## config.mk

```make
export PLATFORM = sky130hd
export DESIGN_NAME = rtc_calendar
export DESIGN_NICKNAME = d
export VERILOG_FILES = /design/src/rtl/rtc_calendar.sv
export SDC_FILE = /design/constraint.sdc
export NUM_CORES = 1
export LEC_CHECK = 0
export CORE_MARGIN = 10
export CORE_UTILIZATION = 35
export DETAILED_ROUTE_END_ITERATION = 8
export PLACE_DENSITY_LB_ADDON = 0.08
export SYNTH_ARGS = -nofsm -noshare
export SYNTH_HDL_FRONTEND = slang
export SYNTH_SLANG_ARGS = --single-unit
export TNS_END_PERCENT = 100
```

## constraint.sdc

```tcl
create_clock -name clk_i -period 4.45 [get_ports clk_i]
set_input_delay 0.445 -clock clk_i [delete_from_list [all_inputs] [get_ports clk_i]]
set_output_delay 0.445 -clock clk_i [all_outputs]
set_load 0.01 [all_outputs]
```

## src/rtl/rtc_calendar.sv

```systemverilog
// BCD day/month/year calendar register. Advances one day per new_day_i strobe,
// handling month lengths, Gregorian leap years and the 3999 -> 0000 year wrap.
module rtc_calendar #(
    parameter logic [31:0] RESET_DATE = 32'h2000_0101
) (
    input  logic        clk_i,
    input  logic        rstn_i,
    input  logic        date_update_i,
    input  logic [31:0] date_i,
    input  logic        new_day_i,
    output logic [31:0] date_o,
    output logic        new_month_o,
    output logic        new_year_o
);

    logic [5:0]  day_q,   day_nxt;
    logic [4:0]  month_q, month_nxt;
    logic [13:0] year_q,  year_nxt;
    logic [5:0]  last_day;
    logic        leap, roll_month, roll_year;
    logic        new_month_q, new_year_q;
    logic        unused_rsvd;

    assign unused_rsvd = ^{date_i[31:30], date_i[15:13], date_i[7:6]};

    // Two-digit BCD value divisible by 4: only the parity of the tens digit matters.
    function automatic logic div4(input logic [7:0] v);
        return (!v[4] && (v[3:0] == 4'd0 || v[3:0] == 4'd4 || v[3:0] == 4'd8)) ||
               ( v[4] && (v[3:0] == 4'd2 || v[3:0] == 4'd6));
    endfunction

    function automatic logic [13:0] year_inc(input logic [13:0] y);
        logic [13:0] r;
        r = y;
        if (y[3:0] < 4'd9) r[3:0] = y[3:0] + 4'd1;
        else begin
            r[3:0] = 4'd0;
            if (y[7:4] < 4'd9) r[7:4] = y[7:4] + 4'd1;
            else begin
                r[7:4] = 4'd0;
                if (y[11:8] < 4'd9) r[11:8] = y[11:8] + 4'd1;
                else begin
                    r[11:8]  = 4'd0;
                    r[13:12] = y[13:12] + 2'd1;
                end
            end
        end
        return r;
    endfunction

    always_comb begin
        leap = (year_q[7:0] != 8'h00 && div4(year_q[7:0])) ||
               (year_q[7:0] == 8'h00 && div4({2'b00, year_q[13:8]}));

        // Unknown month codes get 31 days so any written day still rolls over.
        case (month_q)
            5'h04, 5'h06, 5'h09, 5'h11: last_day = 6'h30;
            5'h02:                      last_day = leap ? 6'h29 : 6'h28;
            default:                    last_day = 6'h31;
        endcase

        roll_month = (day_q >= last_day);
        roll_year  = roll_month && (month_q >= 5'h12);

        if (roll_month)           day_nxt = 6'h01;
        else if (day_q[3:0] >= 4'd9) day_nxt = {day_q[5:4] + 2'd1, 4'd0};
        else                      day_nxt = {day_q[5:4], day_q[3:0] + 4'd1};

        if (!roll_month)            month_nxt = month_q;
        else if (roll_year)         month_nxt = 5'h01;
        else if (month_q[3:0] >= 4'd9) month_nxt = {~month_q[4], 4'd0};
        else                        month_nxt = {month_q[4], month_q[3:0] + 4'd1};

        year_nxt = roll_year ? year_inc(year_q) : year_q;
    end

    always_ff @(posedge clk_i or negedge rstn_i) begin
        if (!rstn_i) begin
            day_q       <= RESET_DATE[5:0];
            month_q     <= RESET_DATE[12:8];
            year_q      <= RESET_DATE[29:16];
            new_month_q <= 1'b0;
            new_year_q  <= 1'b0;
        end else begin
            new_month_q <= 1'b0;
            new_year_q  <= 1'b0;
            if (date_update_i) begin
                day_q   <= date_i[5:0];
                month_q <= date_i[12:8];
                year_q  <= date_i[29:16];
            end else if (new_day_i) begin
                day_q       <= day_nxt;
                month_q     <= month_nxt;
                year_q      <= year_nxt;
                new_month_q <= roll_month;
                new_year_q  <= roll_year;
            end
        end
    end

    assign date_o      = {2'b00, year_q, 3'b000, month_q, 2'b00, day_q};
    assign new_month_o = new_month_q;
    assign new_year_o  = new_year_q;

endmodule

```

# ---- Word level (Yosys, flattened, before mapping)
# Index checks and enable logic that the tools add are counted.
dict set report totals {
  ff_bits 27
  wordCells 100
  output_inout_bits 34
}
dict set report classes {
  n_eq_ne 16
  n_reduce_logical 35
  magnitude_cmp 7
  n_bitwise 1
  addsub 7
  mux 24
}
# cell count
set ops {}
lappend ops {{$mux W14} 3}
lappend ops {{$mux W6} 5}
lappend ops {{$mux W5} 5}
lappend ops {{$add A4 B1 Y4 const B} 5}
lappend ops {{$eq A4 B3 Y1 const B} 4}
lappend ops {{$lt A4 B4 Y1 const B} 3}
lappend ops {{$mux W4} 3}
lappend ops {{$eq A5 B3 Y1 const B} 2}
lappend ops {{$mux W10} 1}
lappend ops {{$pmux W5 S2} 1}
lappend ops {{$logic_or A1 B1 Y1} 9}
lappend ops {{$eq A4 B2 Y1 const B} 2}
lappend ops {{$eq A4 B4 Y1 const B} 2}
lappend ops {{$ge A4 B4 Y1 const B} 2}
lappend ops {{$logic_not A4 Y1} 2}
lappend ops {{$logic_not A8 Y1} 1}
lappend ops {{$reduce_bool A8 Y1} 1}
lappend ops {{$logic_and A1 B1 Y1} 7}
lappend ops {{$ge A6 B6 Y1} 1}
lappend ops {{$ne A2 B2 Y1 const B} 3}
lappend ops {{$reduce_and A2 Y1} 3}
lappend ops {{$reduce_and A3 Y1} 2}
lappend ops {{$reduce_bool A2 Y1} 3}
lappend ops {{$reduce_bool A3 Y1} 2}
lappend ops {{12 further kinds} 18}

# ---- Logic depth before layout (Yosys ltp)
# Gate-level depths: netlist of the first run.
dict set report logic_depth {
  ltp_word 15
  depth_mapped 14
}

# ---- Worst setup path after synthesis of the first run
# Ideal clock, no wire load.
dict set report synth_path {
  kind {register to register}
  startpoint {register year_q[4]}
  endpoint {register year_q[5]}
  n_path_buf 1
  setup_ps 116
  path_slack_ps 1233
  t_arrival_ps 3101
  path_stages_with_launch 15
  path_cell_list {dfrtp_1 > inv_1 > ha_1 > or4b_1 > a21o_1 > o21ai_0 > a32oi_1 > o32ai_1 > ha_1 > nor4b_1 > o22ai_1 > buf_2 > nand3_1 > nor2_1 > o311ai_0}
}
dict set report synth_via {
  elab_chain_len 11
}
# element line
set synth_rtl {}
lappend synth_rtl {{start, declared} 18} ;# logic [13:0] year_q, year_nxt;
lappend synth_rtl {{start signal, assigned} 81} ;# year_q <= RESET_DATE[29:16];
lappend synth_rtl {{start signal, assigned} 90} ;# year_q <= date_i[29:16];
lappend synth_rtl {{start signal, assigned} 94} ;# year_q <= year_nxt;
lappend synth_rtl {{$logic_not A1 Y1} 28} ;# return (!v[4] && (v[3:0] == 4'd0 || v[3:0] == 4'd4 || v[3:0] == 4'd8)) ||
lappend synth_rtl {{$logic_and A1 B1 Y1} 28}
lappend synth_rtl {{$logic_or A1 B1 Y1} 28}
lappend synth_rtl {{$logic_and A1 B1 Y1} 52} ;# leap = (year_q[7:0] != 8'h00 && div4(year_q[7:0])) ||
lappend synth_rtl {{$logic_or A1 B1 Y1} 52}
lappend synth_rtl {{$mux W1} 58} ;# 5'h02: last_day = leap ? 6'h29 : 6'h28;
lappend synth_rtl {{$pmux W5 S2} 56} ;# case (month_q)
lappend synth_rtl {{$ge A6 B6 Y1} 62} ;# roll_month = (day_q >= last_day);
lappend synth_rtl {{$logic_and A1 B1 Y1} 63} ;# roll_year = roll_month && (month_q >= 5'h12);
lappend synth_rtl {{$reduce_bool A2 Y1 (no line)} -}
lappend synth_rtl {{$reduce_and A3 Y1 (no line)} -}
# Parallel ways exist; a longest one is shown, timed or not. The select of a mux whose other input is x is not followed.
# A chain may end at the register's enable or synchronous reset.

# ---- Worst setup path in the final report of the first run
# Same ends and word-level chain as after synthesis.

==> results.ini, run 1 <==
[logic_synthesis]
synth-seq-cells = 27
seq_area_frac_synth = 0.338
synth_commonest_cells = 24 x dfrtp_1, 22 x ha_1, 21 x inv_1, 21 x nand2_1, 20 x nor2_1
yosysWarnings = 0
synthArstFlopShare = 1.00
synth_flop_cell = dfrtp_1
synth_area_leaders = dfrtp_1 30%, ha_1 14%, o21ai_0 4.7%
synth_cell_types = 50
syn_area_mm2 = 0.00201
synth_edf_count = 0
postSynthCellCount = 234
yosysMostFrequentCell = dfrtp_1
synth_top_area_frac = 0.299
syn_avg_cell_area_um2 = 8.58
yosys.area.top_type = dfrtp_1

[grt]
antenna_found_initial = 0
grt_start_max_net_pins = 28
grt_pass1_wl_um = 9450
gr-total-overflow = 0
grt_pass1_vias = 1943
grt_usage = 0.125

[place]
place_area_mm2 = 0.00260
place_congestion = 0.852
io_buffers = 55
dpl.hpwl_um = 4310

[timing]
skew_ns = 0.00873
timing.fmax_ghz = 0.267
setup_viol = 0
rsz0062_at_grt = no
relSlewSlack = 0.517
hold_viol_final = 0
tightest_slew_ns = 0.719
period_needed_ns = 3.74
fin_setup_tns_ns = 0
slew_violations = 0
period_share = 0.841

[pwr]
vdd_drop_max_mv = 0.138
p_clk_frac = 0.198
power_density_mw_per_mm2 = 279
p_leak_nw = 1.14
switching_share = 0.360
power.internal_uw = 473
pwr-share-comb = 0.369
seqPwrFrac = 0.433
p_sw_uw = 266
p_total_uw = 738

[clock_network]
cts_made_buffers = 3
post_cts_resized = 0
clock-sinks = 27
post_cts_buffers = 0
clk_pin_slew_ns = 0.10
clkLatencyLatePin_ns = 0.28
ctsHoldBuffers = 0
cts_tree = built
clockRootBuffer = clkbuf_8
cts_buffer_depth = 2
htreeDepth = 1

[final_layout]
n_antenna_cell = 0
nets = 346
drive_gt1_frac = 0.0488
n_fill_cell = 592
post-route-util = 0.478
final_area_mm2 = 0.00265
register_area_um2 = 679
multi_input_area_mm2 = 0.00118
syn_to_final_growth_pct = 31.9

[critical_path]
ff2ff_path_depth = 12
r2r_start = year_q[4]
cp-end-kind = flop
r2r_end = year_q[5]
rrSetupSlack_ns = 0.71
critPathLaunchType = flop
crit_type = flop to flop
worstPathArrival_ns = 3.91
worstPathMaxFanout = 8
cp.required_ns = 4.62

[die]
rows = 27
dieArea_mm2 = 0.00917
die_h_um = 95.7
coreArea_mm2 = 0.00554
initial_core_util = 0.362
io_pins = 70
die_w_um = 95.7

[hold_path]
hold_end = year_q[13]
whs_path_depth = 2
worstHoldStart = year_q[13]
hp-class = flop to flop

[routing]
first_iter_violations = 60
firstDrtPassIters = 4
drt.antenna.violating_nets = 0
vias = 1880
drt-wirelength-per-cell_um = 15.8
via_per_inst = 5.24
drc = 0
wl_um = 5660

[outcome]
status = finished, final reports clean

[flow_run]
max_cap_viol_count = 0

==> sequential cells by signal (all words and copies together), names as in the netlist <==
register     count
year_q          14
new_year_o       1
month_q          5
day_q            6
new_month_o      1
==> critical path: stages (launching register included) <==
cell      delay (ns)
dfrtp_1         0.48
inv_1           0.13
ha_1            0.14
or4b_1          0.46
o21bai_1        0.18
a311oi_1        0.34
o32ai_1         0.15
ha_1            0.29
nor4b_1         0.05
o22ai_1         0.45
nand3_1         0.30
or4b_1          0.58
o311ai_0        0.10
==> cell families after synthesis <==
family / count (synthesis) / share of synthesized area
AND/OR/NAND/NOR: 76 / 0.193
buffers and inverters: 36 / 0.0847
other: 1 / 0.00187
AO/OA/AOI/OAI: 70 / 0.237
flip-flops: 27 / 0.338
adder cells (fa/ha/maj): 22 / 0.137
XOR/XNOR: 2 / 0.00872
==> power by group through the flow <==
stage                     registers [mW]  logic [mW]  clock network, mW
after floorplan                    0.325       0.146                  0
after global placement             0.325       0.274                  0
after detailed placement           0.325       0.275                  0
after CTS                          0.320       0.276              0.155
after global routing               0.327       0.310              0.161
final                              0.320       0.272              0.146
==> per-stage QoR <==
step / std cells / worst slack [ns] / hold WS [ns]
3_3_place_gp: 355 / 0.788 / 0.509
5_1_grt: 359 / 0.249 / 0.567
3_5_place_dp: 355 / 0.725 / 0.512
4_1_cts: 359 / 0.693 / 0.527
2_1_floorplan: 240 / 1.23 / 0.149
6_report: 359 / 0.707 / 0.524
==> how the worst max path moves through the flow <==
stage | endpoint | slack, ns | from | cells past startpoint
after floorplan | year_q[5] | 1.23 | year_q[4] | 14
after CTS | year_q[5] | 0.69 | year_q[4] | 13
after global routing | year_q[5] | 0.25 | year_q[4] | 14
final | year_q[5] | 0.71 | year_q[4] | 12
after global placement | year_q[5] | 0.79 | year_q[4] | 13
after detailed placement | year_q[5] | 0.72 | year_q[4] | 13
==> cells in the final DEF, fill, tap and decap left out, types with 5 or more instances in the layout <==
cell type,count
a2bb2oi_1,5
o21ai_0,19
ha_1,22
a31oi_1,11
nand2_1,21
nor2_1,20
inv_1,21
clkdlybuf4s50_1,55
a21oi_1,8
dfrtp_1,24
conb_1,7
nand3_1,8
==> routing by layer <==
metal | up-vias | part of all wire | global-route usage
met2 | 45 | 0.45 | 0.196
met5 | - | 0 | 0
met4 | 0 | 0.011 | 0.0393
met3 | 6 | 0.071 | 0.0311
li1 | 947 | - | -
met1 | 882 | 0.46 | 0.166
==> cell type report <==
cell class,count,share of cell area
well taps,72,0.0340
multi-input cells,177,0.446
clock inverters,1,0.00189
clock buffers,3,0.0156
repair buffers,58,0.216
inverters,21,0.0298
flip-flops and latches,27,0.256
Note: power is estimated with default switching activity, not from simulation.
==> run 2: changes to the inputs <==
==> constraint.sdc (replaced) <==
create_clock -name clk_i -period 3.4 [get_ports clk_i]
set_input_delay 0.34 -clock clk_i [delete_from_list [all_inputs] [get_ports clk_i]]
set_output_delay 0.34 -clock clk_i [all_outputs]
set_load 0.01 [all_outputs]
==> run 2 against run 1 <==
  * Utilization increased by 2.5 points
  * Cell count is 3.6% higher
  * Clock power up 33%
  * Sequential share of layout area down 1.3 points
  * Flip-flop and latch count unchanged
  * Design area is 5.1% higher
  * Clock-buffer cell count increased by 1
  * Worst hold slack worse by 0.093 ns
  * First-iteration DRC count is 15% higher
  * Largest power group unchanged
  * Routed wire length is 3.6% higher
  * Setup slack worse by 0.52 ns
  * Clock skew up 0.0036 ns
==> results.ini, run 2 (same netlist as run 1, synthesis figures left out) <==
[outcome]
status = finished, final reports clean

[die]
initial_core_util = 0.362  ; unchanged
io_pins = 70  ; unchanged
dieArea_mm2 = 0.00917  ; unchanged
die_w_um = 95.7  ; unchanged
rows = 27  ; unchanged
coreArea_mm2 = 0.00554  ; unchanged
die_h_um = 95.7  ; unchanged

[critical_path]
path_common_cell = ha_1
rrSetupSlack_ns = 0.19  ; -0.52 ns
worstPathMaxFanout = 4  ; -4
worstPathArrival_ns = 3.38  ; -0.53 ns
crit_type = flop to flop
cpLargestDelayFamily = simple AND/OR/NAND/NOR gates
critPathLaunchType = flop
cp.required_ns = 3.57  ; -1.05 ns
path_cells = inv_1 -> ha_1 -> or4b_1 -> o21bai_1 -> a311oi_2 -> o32ai_2 -> ha_1 -> nor4b_4 -> o22ai_2 -> buf_4 -> and3_4 -> and3_1 -> a221o_1
crit_buf_inv = 2  ; +1
cp-end-kind = flop
slowest_delay_ns = 0.46  ; -0.12 ns
critPathSlowestCell = or4b_1

[pwr]
pwr-share-comb = 0.399  ; +0.030
p_clk_frac = 0.192  ; -0.006
power_density_mw_per_mm2 = 363  ; +30%
seqPwrFrac = 0.409  ; -0.024
power.internal_uw = 647  ; +37%
switching_share = 0.360  ; about the same
p_leak_nw = 1.21  ; +6.2%
vdd_drop_max_mv = 0.153  ; +11%
p_total_mw = 1.01  ; +37%
p_sw_uw = 364  ; +37%

[timing]
slew_violations = 0  ; unchanged
relSlewSlack = 0.454  ; -0.0635
tightest_slew_ns = 0.809  ; +0.0902 ns
period_needed_ns = 3.21  ; -0.533 ns
hold_ws_ns = 0.431  ; -0.0932 ns
setup_viol = 0  ; unchanged
skew_ns = 0.0123  ; +0.00362 ns
timing.fmax_ghz = 0.312  ; +17%
fin_ws_ns = 0.190  ; -0.517 ns
hold_viol_final = 0  ; unchanged
period_share = 0.944  ; +0.103

[final_layout]
syn_to_final_growth_pct = 38.7
post-route-util = 0.503  ; +0.0246
largestRegisters = year_q (14), day_q (6), month_q (5)
final_common_cell = clkdlybuf4s50_1
n_fill_cell = 548  ; -7.4%
final_cell_mix = 55 x clkdlybuf4s50_1, 24 x dfrtp_1, 22 x ha_1
largest_reg_flops = 14  ; unchanged
top_register = year_q
drive_gt1_frac = 0.103  ; +0.0546
n_antenna_cell = 0  ; unchanged
nets = 359  ; +3.8%

[hold_path]
hp-class = input port to asynchronous set/reset pin

[place]
io_buffers = 55  ; unchanged
place_congestion = 0.873  ; +2.5%
dpl_worst_slack_ns = -0.0306  ; -0.756 ns
dpl.hpwl_um = 4390  ; +1.8%

[routing]
drc = 0  ; unchanged
drt.antenna.violating_nets = 0  ; unchanged
vias = 1976  ; +5.1%
wl_um = 5860  ; +3.6%
drt-wirelength-per-cell_um = 15.8  ; about the same
firstDrtPassIters = 4  ; unchanged
via_per_inst = 5.31  ; +1.4%
first_iter_violations = 69  ; +15%

[grt]
grt_pass1_vias = 2028  ; +4.4%
grt_start_max_net_pins = 28  ; unchanged
grt_usage = 0.129  ; +0.00365
grt_pass1_wl_um = 9750  ; +3.1%
gr-total-overflow = 0  ; unchanged
antenna_found_initial = 0  ; unchanged

[clock_network]
post_cts_buffers = 0  ; unchanged
cts_tree = built
clkLatencyLatePin_ns = 0.28  ; about the same
ctsHoldBuffers = 0  ; unchanged
clk_pin_slew_ns = 0.11  ; about the same
cts_made_buffers = 3  ; unchanged
cts_buffer_depth = 2  ; unchanged
clock-sinks = 27  ; unchanged
htreeDepth = 1  ; unchanged
clockRootBuffer = clkbuf_8

[flow_run]
max_cap_viol_count = 0  ; unchanged

==> run 2: metrics by stage <==
stage                     instance area, um2  TNS, ns  std cells
final                                   2790        0        372
after global routing                    2790  -0.0197        372
after CTS                               2750        0        372
after detailed placement                2700  -0.0519        368
after global placement                  2700        0        368
after floorplan                         2030        0        240
==> run 2: routing by layer <==
| layer | share of wire | GRT usage | wire length, um | vias to the layer above |
|---|---|---|---|---|
| met2 | 0.48 | 0.218 | 2790 | 50 |
| met5 | 0 | 0 | 0 | - |
| met4 | 0.0053 | 0.0295 | 31 | 0 |
| met3 | 0.067 | 0.0265 | 392 | 2 |
| met1 | 0.45 | 0.165 | 2640 | 952 |
| li1 | - | - | - | 972 |
==> run 2: worst reg2reg max path, stage by stage (launching register included) <==
cell	delay, ns
dfrtp_1	0.39
inv_1	0.08
ha_1	0.13
or4b_1	0.46
o21bai_1	0.19
a311oi_2	0.26
o32ai_2	0.14
ha_1	0.33
nor4b_4	0.25
o22ai_2	0.14
buf_4	0.17
and3_4	0.15
and3_1	0.16
a221o_1	0.25
==> run 2: path summary, 6_finish.rpt <==
kind / start / to / cells after the start
min in group clk_i: year_q[13] / year_q[13] / 2
max: year_q[5] / year_q[9] / 13
min reg2reg: year_q[13] / year_q[13] / 2
max reg2reg: year_q[5] / year_q[9] / 13
max in group asynchronous: rstn_i / year_q[13] / 2
min: rstn_i / day_q[1] / 2
==> run 2: layout make-up <==
| type | instances | area [um2] | area share |
|---|---|---|---|
| Inverter | 21 | 78.8 | 0.0283 |
| Timing Repair Buffer | 71 | 671 | 0.241 |
| Tap cell | 72 | 90.1 | 0.0323 |
| Clock buffer | 4 | 45.0 | 0.0162 |
| Multi-Input combinational cell | 177 | 1220 | 0.438 |
| Sequential cell | 27 | 679 | 0.244 |
==> run 2: what timing repair did <==
action | CTS | global route
setup endpoints to repair | 6 | 22
gates resized for setup | 1 | 6
pin swaps | 0 | 3
==> run 2: power by group through the flow <==
stage / clock network [mW] / logic (mW) / registers, mW
2_1_floorplan: 0 / 0.192 / 0.425
3_3_place_gp: 0 / 0.387 / 0.418
3_5_place_dp: 0 / 0.390 / 0.417
4_1_cts: 0.199 / 0.394 / 0.412
5_1_grt: 0.213 / 0.452 / 0.421
6_report: 0.194 / 0.403 / 0.414
==> run 3: changes to the inputs <==
--- a/config.mk
+++ b/config.mk
@@ -9,6 +9,7 @@
 export CORE_UTILIZATION = 35
 export DETAILED_ROUTE_END_ITERATION = 8
 export PLACE_DENSITY_LB_ADDON = 0.08
+export SLEW_MARGIN = 20
 export SYNTH_ARGS = -nofsm -noshare
 export SYNTH_HDL_FRONTEND = slang
 export SYNTH_SLANG_ARGS = --single-unit
==> results of run 3 <==
The final DEF is identical to that of run 2; final timing and power are the same.
